## src/rtl/pmu_clk_seq_if.sv

```systemverilog
// pmu_clk_seq_if: control/status bundle between the PMU sequencer and its user.
//   master: drives top_start, efuse_done, fifo_flush_req; observes the enables/status.
//   slave : the sequencer; receives the requests and drives efuse_clk_en, shut_rstn,
//           afe_clk_en, slot_clk_en, data_clk_en, timer_clk_en, pmu_fifo_rstn,
//           seq_busy, seq_state[2:0] and efuse_timeout.
interface pmu_clk_seq_if;
    logic       top_start;
    logic       efuse_done;
    logic       fifo_flush_req;
    logic       efuse_clk_en;
    logic       shut_rstn;
    logic       afe_clk_en;
    logic       slot_clk_en;
    logic       data_clk_en;
    logic       timer_clk_en;
    logic       pmu_fifo_rstn;
    logic       seq_busy;
    logic [2:0] seq_state;
    logic       efuse_timeout;
    modport master (
        output top_start, efuse_done, fifo_flush_req,
        input  efuse_clk_en, shut_rstn, afe_clk_en, slot_clk_en, data_clk_en,
               timer_clk_en, pmu_fifo_rstn, seq_busy, seq_state, efuse_timeout
    );
    modport slave (
        input  top_start, efuse_done, fifo_flush_req,
        output efuse_clk_en, shut_rstn, afe_clk_en, slot_clk_en, data_clk_en,
               timer_clk_en, pmu_fifo_rstn, seq_busy, seq_state, efuse_timeout
    );
endinterface

```

## src/rtl/pmu_clk_seq.sv

```systemverilog
// pmu_clk_seq: always-on 32 kHz power/clock sequencer (efuse -> shut reset -> AFE -> run, and back).
//   clk_32k        : always-on 32 kHz clock
//   rst_32k_alon_n : asynchronous active-low reset
//   bus (slave)    : top_start/efuse_done/fifo_flush_req in; clock enables, shut_rstn,
//                    pmu_fifo_rstn, seq_busy, seq_state, efuse_timeout out (all registered)
//   Macro CRG_SEQ_EFUSE_RELOAD_EN: when defined every start reloads the efuse; otherwise
//   the efuse is loaded once and later starts go straight to shut reset release.
module pmu_clk_seq #(
    parameter int AFE_SETTLE_CYC = 16,
    parameter int EFUSE_TMO_CYC  = 64,
    parameter int FIFO_RST_CYC   = 2,
    parameter int CNT_W          = 8
) (
    input logic         clk_32k,
    input logic         rst_32k_alon_n,
    pmu_clk_seq_if.slave bus
);
    typedef enum logic [2:0] {
        IDLE       = 3'd0,
        EFUSE      = 3'd1,
        SHUT_REL   = 3'd2,
        AFE_SETTLE = 3'd3,
        RUN        = 3'd4,
        STOP_SLOT  = 3'd5,
        STOP_AFE   = 3'd6
    } state_t;

    localparam logic [CNT_W-1:0] EFUSE_LOAD = CNT_W'(EFUSE_TMO_CYC - 1);
    localparam logic [CNT_W-1:0] AFE_LOAD   = CNT_W'(AFE_SETTLE_CYC - 1);
    localparam logic [CNT_W-1:0] FIFO_LOAD  = CNT_W'(FIFO_RST_CYC - 1);

    state_t           state, state_nxt;
    logic [CNT_W-1:0] cnt, fcnt;
    logic             top_start_d1, start_pos, skip_efuse, efuse_exit, timeout_hit, flush;

    assign start_pos   = bus.top_start & ~top_start_d1;
    assign efuse_exit  = state == EFUSE && bus.top_start && (bus.efuse_done || cnt == '0);
    assign timeout_hit = efuse_exit & ~bus.efuse_done;
    assign flush       = bus.fifo_flush_req | (state_nxt == STOP_AFE && state != STOP_AFE);
    assign bus.seq_state = state;

`ifdef CRG_SEQ_EFUSE_RELOAD_EN
    assign skip_efuse = 1'b0;
`else
    logic efuse_loaded;
    always_ff @(posedge clk_32k or negedge rst_32k_alon_n)
        if (!rst_32k_alon_n) efuse_loaded <= 1'b0;
        else if (efuse_exit) efuse_loaded <= 1'b1;
    assign skip_efuse = efuse_loaded;
`endif

    always_ff @(posedge clk_32k or negedge rst_32k_alon_n)
        if (!rst_32k_alon_n) state <= IDLE;
        else state <= state_nxt;

    // Abort (top_start low) outranks every forward transition; STOP_* states ignore top_start.
    always_comb begin
        state_nxt = state;
        case (state)
            IDLE:       state_nxt = start_pos ? (skip_efuse ? SHUT_REL : EFUSE) : IDLE;
            EFUSE:      state_nxt = !bus.top_start ? IDLE : efuse_exit ? SHUT_REL : EFUSE;
            SHUT_REL:   state_nxt = bus.top_start ? AFE_SETTLE : STOP_SLOT;
            AFE_SETTLE: state_nxt = !bus.top_start ? STOP_SLOT : cnt == '0 ? RUN : AFE_SETTLE;
            RUN:        state_nxt = bus.top_start ? RUN : STOP_SLOT;
            STOP_SLOT:  state_nxt = STOP_AFE;
            STOP_AFE:   state_nxt = IDLE;
            default:    state_nxt = IDLE;
        endcase
    end

    // Shared timer: loaded on entry to a timed state, saturating down-count otherwise.
    always_ff @(posedge clk_32k or negedge rst_32k_alon_n)
        if (!rst_32k_alon_n) cnt <= '0;
        else if (state_nxt == EFUSE && state != EFUSE) cnt <= EFUSE_LOAD;
        else if (state_nxt == AFE_SETTLE && state != AFE_SETTLE) cnt <= AFE_LOAD;
        else if (cnt != '0) cnt <= cnt - 1'b1;

    // Outputs are registered from the next state so they line up with seq_state.
    // afe/data hold through STOP_SLOT only if they were already on, so an early stop
    // from SHUT_REL or AFE_SETTLE never switches on a clock that was off.
    always_ff @(posedge clk_32k or negedge rst_32k_alon_n)
        if (!rst_32k_alon_n) begin
            top_start_d1      <= 1'b0;
            bus.efuse_clk_en  <= 1'b0;
            bus.shut_rstn     <= 1'b0;
            bus.afe_clk_en    <= 1'b0;
            bus.slot_clk_en   <= 1'b0;
            bus.data_clk_en   <= 1'b0;
            bus.timer_clk_en  <= 1'b0;
            bus.seq_busy      <= 1'b0;
            bus.efuse_timeout <= 1'b0;
        end else begin
            top_start_d1      <= bus.top_start;
            bus.efuse_clk_en  <= state_nxt == EFUSE;
            bus.shut_rstn     <= state_nxt != IDLE && state_nxt != EFUSE;
            bus.afe_clk_en    <= state_nxt == AFE_SETTLE || state_nxt == RUN ||
                                 (state_nxt == STOP_SLOT && bus.afe_clk_en);
            bus.data_clk_en   <= state_nxt == RUN || (state_nxt == STOP_SLOT && bus.data_clk_en);
            bus.slot_clk_en   <= state_nxt == RUN;
            bus.timer_clk_en  <= state_nxt == RUN;
            bus.seq_busy      <= state_nxt != IDLE && state_nxt != RUN;
            bus.efuse_timeout <= (state == IDLE && start_pos) ? 1'b0 :
                                 timeout_hit ? 1'b1 : bus.efuse_timeout;
        end

    // FIFO reset pulse: a request (or a new one while low) reloads the pulse length.
    always_ff @(posedge clk_32k or negedge rst_32k_alon_n)
        if (!rst_32k_alon_n) begin
            fcnt              <= '0;
            bus.pmu_fifo_rstn <= 1'b0;
        end else if (flush) begin
            fcnt              <= FIFO_LOAD;
            bus.pmu_fifo_rstn <= 1'b0;
        end else begin
            fcnt              <= fcnt != '0 ? fcnt - 1'b1 : fcnt;
            bus.pmu_fifo_rstn <= fcnt == '0;
        end
endmodule

```

## src/flat_wrapper.sv

```systemverilog
// flat-port wrapper written by rule: the top's interface ports become plain ports
module pmu_clk_seq_flat 
#(
    parameter int AFE_SETTLE_CYC = 16,
    parameter int EFUSE_TMO_CYC  = 64,
    parameter int FIFO_RST_CYC   = 2,
    parameter int CNT_W          = 8
)
  (clk_32k, rst_32k_alon_n, bus_top_start, bus_efuse_done, bus_fifo_flush_req, bus_efuse_clk_en, bus_shut_rstn, bus_afe_clk_en, bus_slot_clk_en, bus_data_clk_en, bus_timer_clk_en, bus_pmu_fifo_rstn, bus_seq_busy, bus_seq_state, bus_efuse_timeout);
  pmu_clk_seq_if bus_i ();
  input logic clk_32k;
  input logic rst_32k_alon_n;
  input wire logic [$bits(bus_i.top_start)-1:0] bus_top_start;
  input wire logic [$bits(bus_i.efuse_done)-1:0] bus_efuse_done;
  input wire logic [$bits(bus_i.fifo_flush_req)-1:0] bus_fifo_flush_req;
  output wire logic [$bits(bus_i.efuse_clk_en)-1:0] bus_efuse_clk_en;
  output wire logic [$bits(bus_i.shut_rstn)-1:0] bus_shut_rstn;
  output wire logic [$bits(bus_i.afe_clk_en)-1:0] bus_afe_clk_en;
  output wire logic [$bits(bus_i.slot_clk_en)-1:0] bus_slot_clk_en;
  output wire logic [$bits(bus_i.data_clk_en)-1:0] bus_data_clk_en;
  output wire logic [$bits(bus_i.timer_clk_en)-1:0] bus_timer_clk_en;
  output wire logic [$bits(bus_i.pmu_fifo_rstn)-1:0] bus_pmu_fifo_rstn;
  output wire logic [$bits(bus_i.seq_busy)-1:0] bus_seq_busy;
  output wire logic [$bits(bus_i.seq_state)-1:0] bus_seq_state;
  output wire logic [$bits(bus_i.efuse_timeout)-1:0] bus_efuse_timeout;
  assign bus_i.top_start = bus_top_start;
  assign bus_i.efuse_done = bus_efuse_done;
  assign bus_i.fifo_flush_req = bus_fifo_flush_req;
  assign bus_efuse_clk_en = bus_i.efuse_clk_en;
  assign bus_shut_rstn = bus_i.shut_rstn;
  assign bus_afe_clk_en = bus_i.afe_clk_en;
  assign bus_slot_clk_en = bus_i.slot_clk_en;
  assign bus_data_clk_en = bus_i.data_clk_en;
  assign bus_timer_clk_en = bus_i.timer_clk_en;
  assign bus_pmu_fifo_rstn = bus_i.pmu_fifo_rstn;
  assign bus_seq_busy = bus_i.seq_busy;
  assign bus_seq_state = bus_i.seq_state;
  assign bus_efuse_timeout = bus_i.efuse_timeout;
  pmu_clk_seq #(.AFE_SETTLE_CYC(AFE_SETTLE_CYC), .EFUSE_TMO_CYC(EFUSE_TMO_CYC), .FIFO_RST_CYC(FIFO_RST_CYC), .CNT_W(CNT_W)) u_core (.clk_32k(clk_32k), .rst_32k_alon_n(rst_32k_alon_n), .bus(bus_i));
endmodule
```

## config.mk

```make
export PLATFORM = sky130hd
export DESIGN_NAME = pmu_clk_seq_flat
export DESIGN_NICKNAME = d
export VERILOG_FILES = /design/src/rtl/pmu_clk_seq_if.sv /design/src/rtl/pmu_clk_seq.sv /design/src/flat_wrapper.sv
export SDC_FILE = /design/constraint.sdc
export NUM_CORES = 1
export LEC_CHECK = 0
export CAP_MARGIN = 20
export CORE_MARGIN = 2
export CORE_UTILIZATION = 54
export CTS_CLUSTER_DIAMETER = 40
export CTS_CLUSTER_SIZE = 28
export DETAILED_ROUTE_END_ITERATION = 10
export MAX_ROUTING_LAYER = met4
export PLACE_DENSITY = 0.77
export SLEW_MARGIN = 10
export SYNTH_ARGS = -nofsm -noshare
export SYNTH_HDL_FRONTEND = slang
export SYNTH_SLANG_ARGS = --single-unit
```

## constraint.sdc

```tcl
create_clock -name clk_32k -period 2.5 [get_ports clk_32k]
set_clock_uncertainty 0.15 [all_clocks]
set_input_delay 0.5 -clock clk_32k [delete_from_list [all_inputs] [get_ports clk_32k]]
set_output_delay 0.5 -clock clk_32k [all_outputs]
set_load 0.02 [all_outputs]
```

==> impl_metrics.env <==
export IMPL_outcome="complete, no violations"
export IMPL_post_place_ws_ns=0.225
export IMPL_vias=1139
export IMPL_synth_area_leaders="dfrtp_1, nor2_1, nand2_1, a21oi_1, inv_1"
export IMPL_pwr_share_comb_pct=42.7
export IMPL_ant_nets=0
export IMPL_num_rows=18
export IMPL_cts_resized=0
export IMPL_drv_cap=0
export IMPL_worst_setup_path_type="flip-flop to flip-flop"
export IMPL_cp_start_kind="flip-flop"
export IMPL_muxShareOfSynthArea_pct=2.17
export IMPL_peakVddDrop_mv=0.934
export IMPL_dpl_hpwl_mm=1.98
export IMPL_finalCritPeriodShare_pct=92.0
export IMPL_tritoncts="built"
export IMPL_pin_count=17
export IMPL_path_cells="inv_1 -> ha_1 -> or3b_4 -> or4b_4 -> nor4b_2 -> xnor2_1 -> nor2_1"
export IMPL_synth_area_sq_mm=0.00144
export IMPL_mostFrequentLayoutCells="dfrtp_1, nor2_1, nand2_1, clkdlybuf4s50_1, inv_1"
export IMPL_critPathMaxFanout=8
export IMPL_cts_root_buf="clkbuf_4"
export IMPL_first_global_vias=1116
export IMPL_dieArea_sq_mm=0.00310
export IMPL_pwr_density_cell_mw_per_mm2=1310
export IMPL_wl_mm=2.79
export IMPL_synth_top_cell_area_share_pct=50.3
export IMPL_start_util_pct=57.7
export IMPL_synth_xor_area_share_pct=3.64
export IMPL_max_slew_margin_pct=72.7
export IMPL_grt_use_total_pct=21.1
export IMPL_avgSynthCellArea_sq_um=9.95
export IMPL_fillers=181
export IMPL_ys_ff_latch=29
export IMPL_post_cts_setup_buffers=0
export IMPL_r2r_start="u_core.fcnt[0]"
export IMPL_cp_end_kind="flip-flop"
export IMPL_rsz0062_at_grt="false"
export IMPL_route_detailed_drc=0
export IMPL_layout_commonest_cell="dfrtp_1"
export IMPL_reg2reg_setup_slack_ns=0.20
export IMPL_routed_via_density=5.67
export IMPL_p_leak_nw=0.816
export IMPL_layout_nets=177
export IMPL_syn_inst=145
export IMPL_seq_area_frac_synth_pct=50.3
export IMPL_p_clk_share_pct=21.0
export IMPL_die_h_um=55.7
export IMPL_min_from="u_core.bus.afe_clk_en"
export IMPL_clock_sinks=29
export IMPL_num_antenna_cells=0
export IMPL_p_sw_share_pct=37.6
export IMPL_fmax_mhz=435
export IMPL_synth_simple_gate_area_share_pct=25.8
export IMPL_syn_to_final_growth_pct=22.1
export IMPL_final_max_slew_violation_count=0
export IMPL_postCtsHoldBufs=0
export IMPL_finalPower_mw=2.30
export IMPL_synth_top_family_by_area="simple AND/OR/NAND/NOR gates"
export IMPL_finish_utilization_pct=70.5
export IMPL_core_area_sq_mm=0.00250
export IMPL_synth_cell_type_count=43
export IMPL_numCtsBuffers=5
export IMPL_h_tree_depth=2
export IMPL_io_buffers=16
export IMPL_switchingPower_uw=865
export IMPL_whs_path_depth=2
export IMPL_clockBufferDepth=2
export IMPL_max_stage_delay_ns=0.56
export IMPL_dr_pass1_iters=4
export IMPL_reg2reg_to="u_core.fcnt[3]"
export IMPL_grt_pass1_wl_mm=4.91
export IMPL_slowest_stage="or4b_4"
export IMPL_reg2reg_depth=7
export IMPL_setup_tns_final_ns=0
export IMPL_synth_fa_ha_area_share_pct=1.73
export IMPL_hold_viol_final=0
export IMPL_place_congestion=0.850
export IMPL_yosysTopAreaCell="dfrtp_1"
export IMPL_setup_viol=0
export IMPL_worst_slew_pin_slew_ns=0.405
export IMPL_dieWidth_um=55.7
export IMPL_cts_clk_slew_worst_paths_ns=0.10
export IMPL_avgRoutedWirePerCell_um=13.9
export IMPL_internal_power_mw=1.44
export IMPL_hp_class="flip-flop to flip-flop"
export IMPL_layout_min_cycle_time_ns=2.30
export IMPL_synth_fp_nets=152
export IMPL_arrival_ns=2.38
export IMPL_grt_max_degree=30
export IMPL_synth_compound_area_share_pct=12.5
export IMPL_worstHoldEndpoint="u_core.bus.afe_clk_en"
export IMPL_setup_slack_ns=0.201
export IMPL_overflow=0
export IMPL_pwr_share_seq_pct=36.3
export IMPL_drt_initial_drc_count=27
export IMPL_drive_gt1_share_pct=13.5
export IMPL_yosys_warnings=0
export IMPL_critPathRequiredTime_ns=2.58
export IMPL_worst_skew_pair_late_latency_ns=0.34
export IMPL_antenna_found_initial=0
-- metal layers --
metal / part of all wire (%) / wire (um) / GRT usage [%] / up-vias
met5: 0 / 0 / - / -
met4: 1.0 / 29 / 11.5 / 0
met3: 4.2 / 116 / 4.88 / 3
met2: 49 / 1370 / 32.8 / 18
met1: 45 / 1270 / 25.5 / 564
li1: - / - / - / 554
-- cell usage after synthesis --
library cell / count
buf_6: 1
nor4_1: 1
nor3_1: 5
or3_1: 3
or4b_4: 1
o22ai_1: 1
nor4b_2: 1
and2_0: 1
and3_1: 1
dfrtp_1: 29
or3b_1: 1
mux2i_1: 2
a21oi_1: 6
a2111oi_4: 1
a21boi_1: 1
o21ai_1: 1
nor3b_1: 1
nor4_4: 1
a2bb2oi_1: 1
xor2_1: 3
nor2b_1: 2
o21bai_1: 1
nand3_1: 2
clkbuf_1: 2
nor2_1: 21
a21o_1: 1
a211oi_1: 2
nand2_1: 17
ha_1: 2
xnor2_1: 3
o211ai_1: 1
or3b_2: 3
a31oi_1: 2
o31ai_1: 1
or4_1: 2
inv_1: 8
nand2b_1: 4
a211o_1: 1
or3b_4: 1
mux2_2: 1
o21ai_0: 4
o31a_1: 1
buf_4: 1
-- power groups by stage --
stage / Sequential, mW / Combinational, mW / Clock, mW
6_report: 0.835 / 0.983 / 0.482
5_1_grt: 0.866 / 1.09 / 0.509
4_1_cts: 0.833 / 0.987 / 0.492
3_3_place_gp: 0.828 / 0.943 / 0
3_5_place_dp: 0.840 / 0.978 / 0
2_1_floorplan: 0.876 / 0.645 / 0
-- state kept, by name, summed over array words and instances, names as in the netlist --
name	count
u_core.bus.afe_clk_en	1
u_core.bus.data_clk_en	1
u_core.bus.efuse_clk_en	1
u_core.bus.efuse_timeout	1
u_core.bus.pmu_fifo_rstn	1
u_core.bus.seq_busy	1
u_core.bus.seq_state	3
u_core.bus.shut_rstn	1
u_core.bus.slot_clk_en	1
u_core.cnt	8
u_core.efuse_loaded	1
u_core.fcnt	8
u_core.top_start_d1	1
-- how the worst max path moves through the flow --
stage / start / endpoint / slack (ns) / cells after the start
detailed placement: bus_top_start / u_core.bus.data_clk_en / 0.23 / 6
global route: u_core.cnt[0] / u_core.bus.data_clk_en / 0.02 / 8
global placement: bus_top_start / u_core.bus.data_clk_en / 0.26 / 6
CTS: u_core.fcnt[0] / u_core.fcnt[3] / 0.21 / 7
floorplan: u_core.fcnt[0] / u_core.fcnt[3] / 0.30 / 8
finish: u_core.fcnt[0] / u_core.fcnt[3] / 0.20 / 7
-- per-stage QoR --
step / hold WS [ns] / area, sq um / std cells
2_1_floorplan: 0.0544 / 1440 / 145
3_3_place_gp: 0.341 / 1660 / 193
3_5_place_dp: 0.351 / 1660 / 193
4_1_cts: 0.372 / 1760 / 201
5_1_grt: 0.405 / 1760 / 201
6_report: 0.366 / 1760 / 201
-- logic make-up after synthesis --
kind of cell / after synthesis
AND/OR/NAND/NOR: 68
flip-flops: 29
AO/OA/AOI/OAI: 25
buffers and inverters: 12
XOR/XNOR: 6
multiplexers: 3
adder cells (fa/ha/maj): 2
-- area by class of cell --
class	count	area [sq um]	share of cell area [%]
clock buffers	5	37.5	2.13
clock inverters	3	65.1	3.69
inverters	8	30.0	1.70
multi-input cells	104	661	37.5
flip-flops and latches	29	726	41.2
well taps	30	37.5	2.13
repair buffers	22	205	11.6
-- critical path, delay by kind of cell (launching register included) --
family,cells,cell delay [ns]
xor+xnor,1,0.15
fa+ha+maj,1,0.16
buf+inv,1,0.08
flops,1,0.44
simple gates,4,1.21
(Power assumes the default switching activity.)
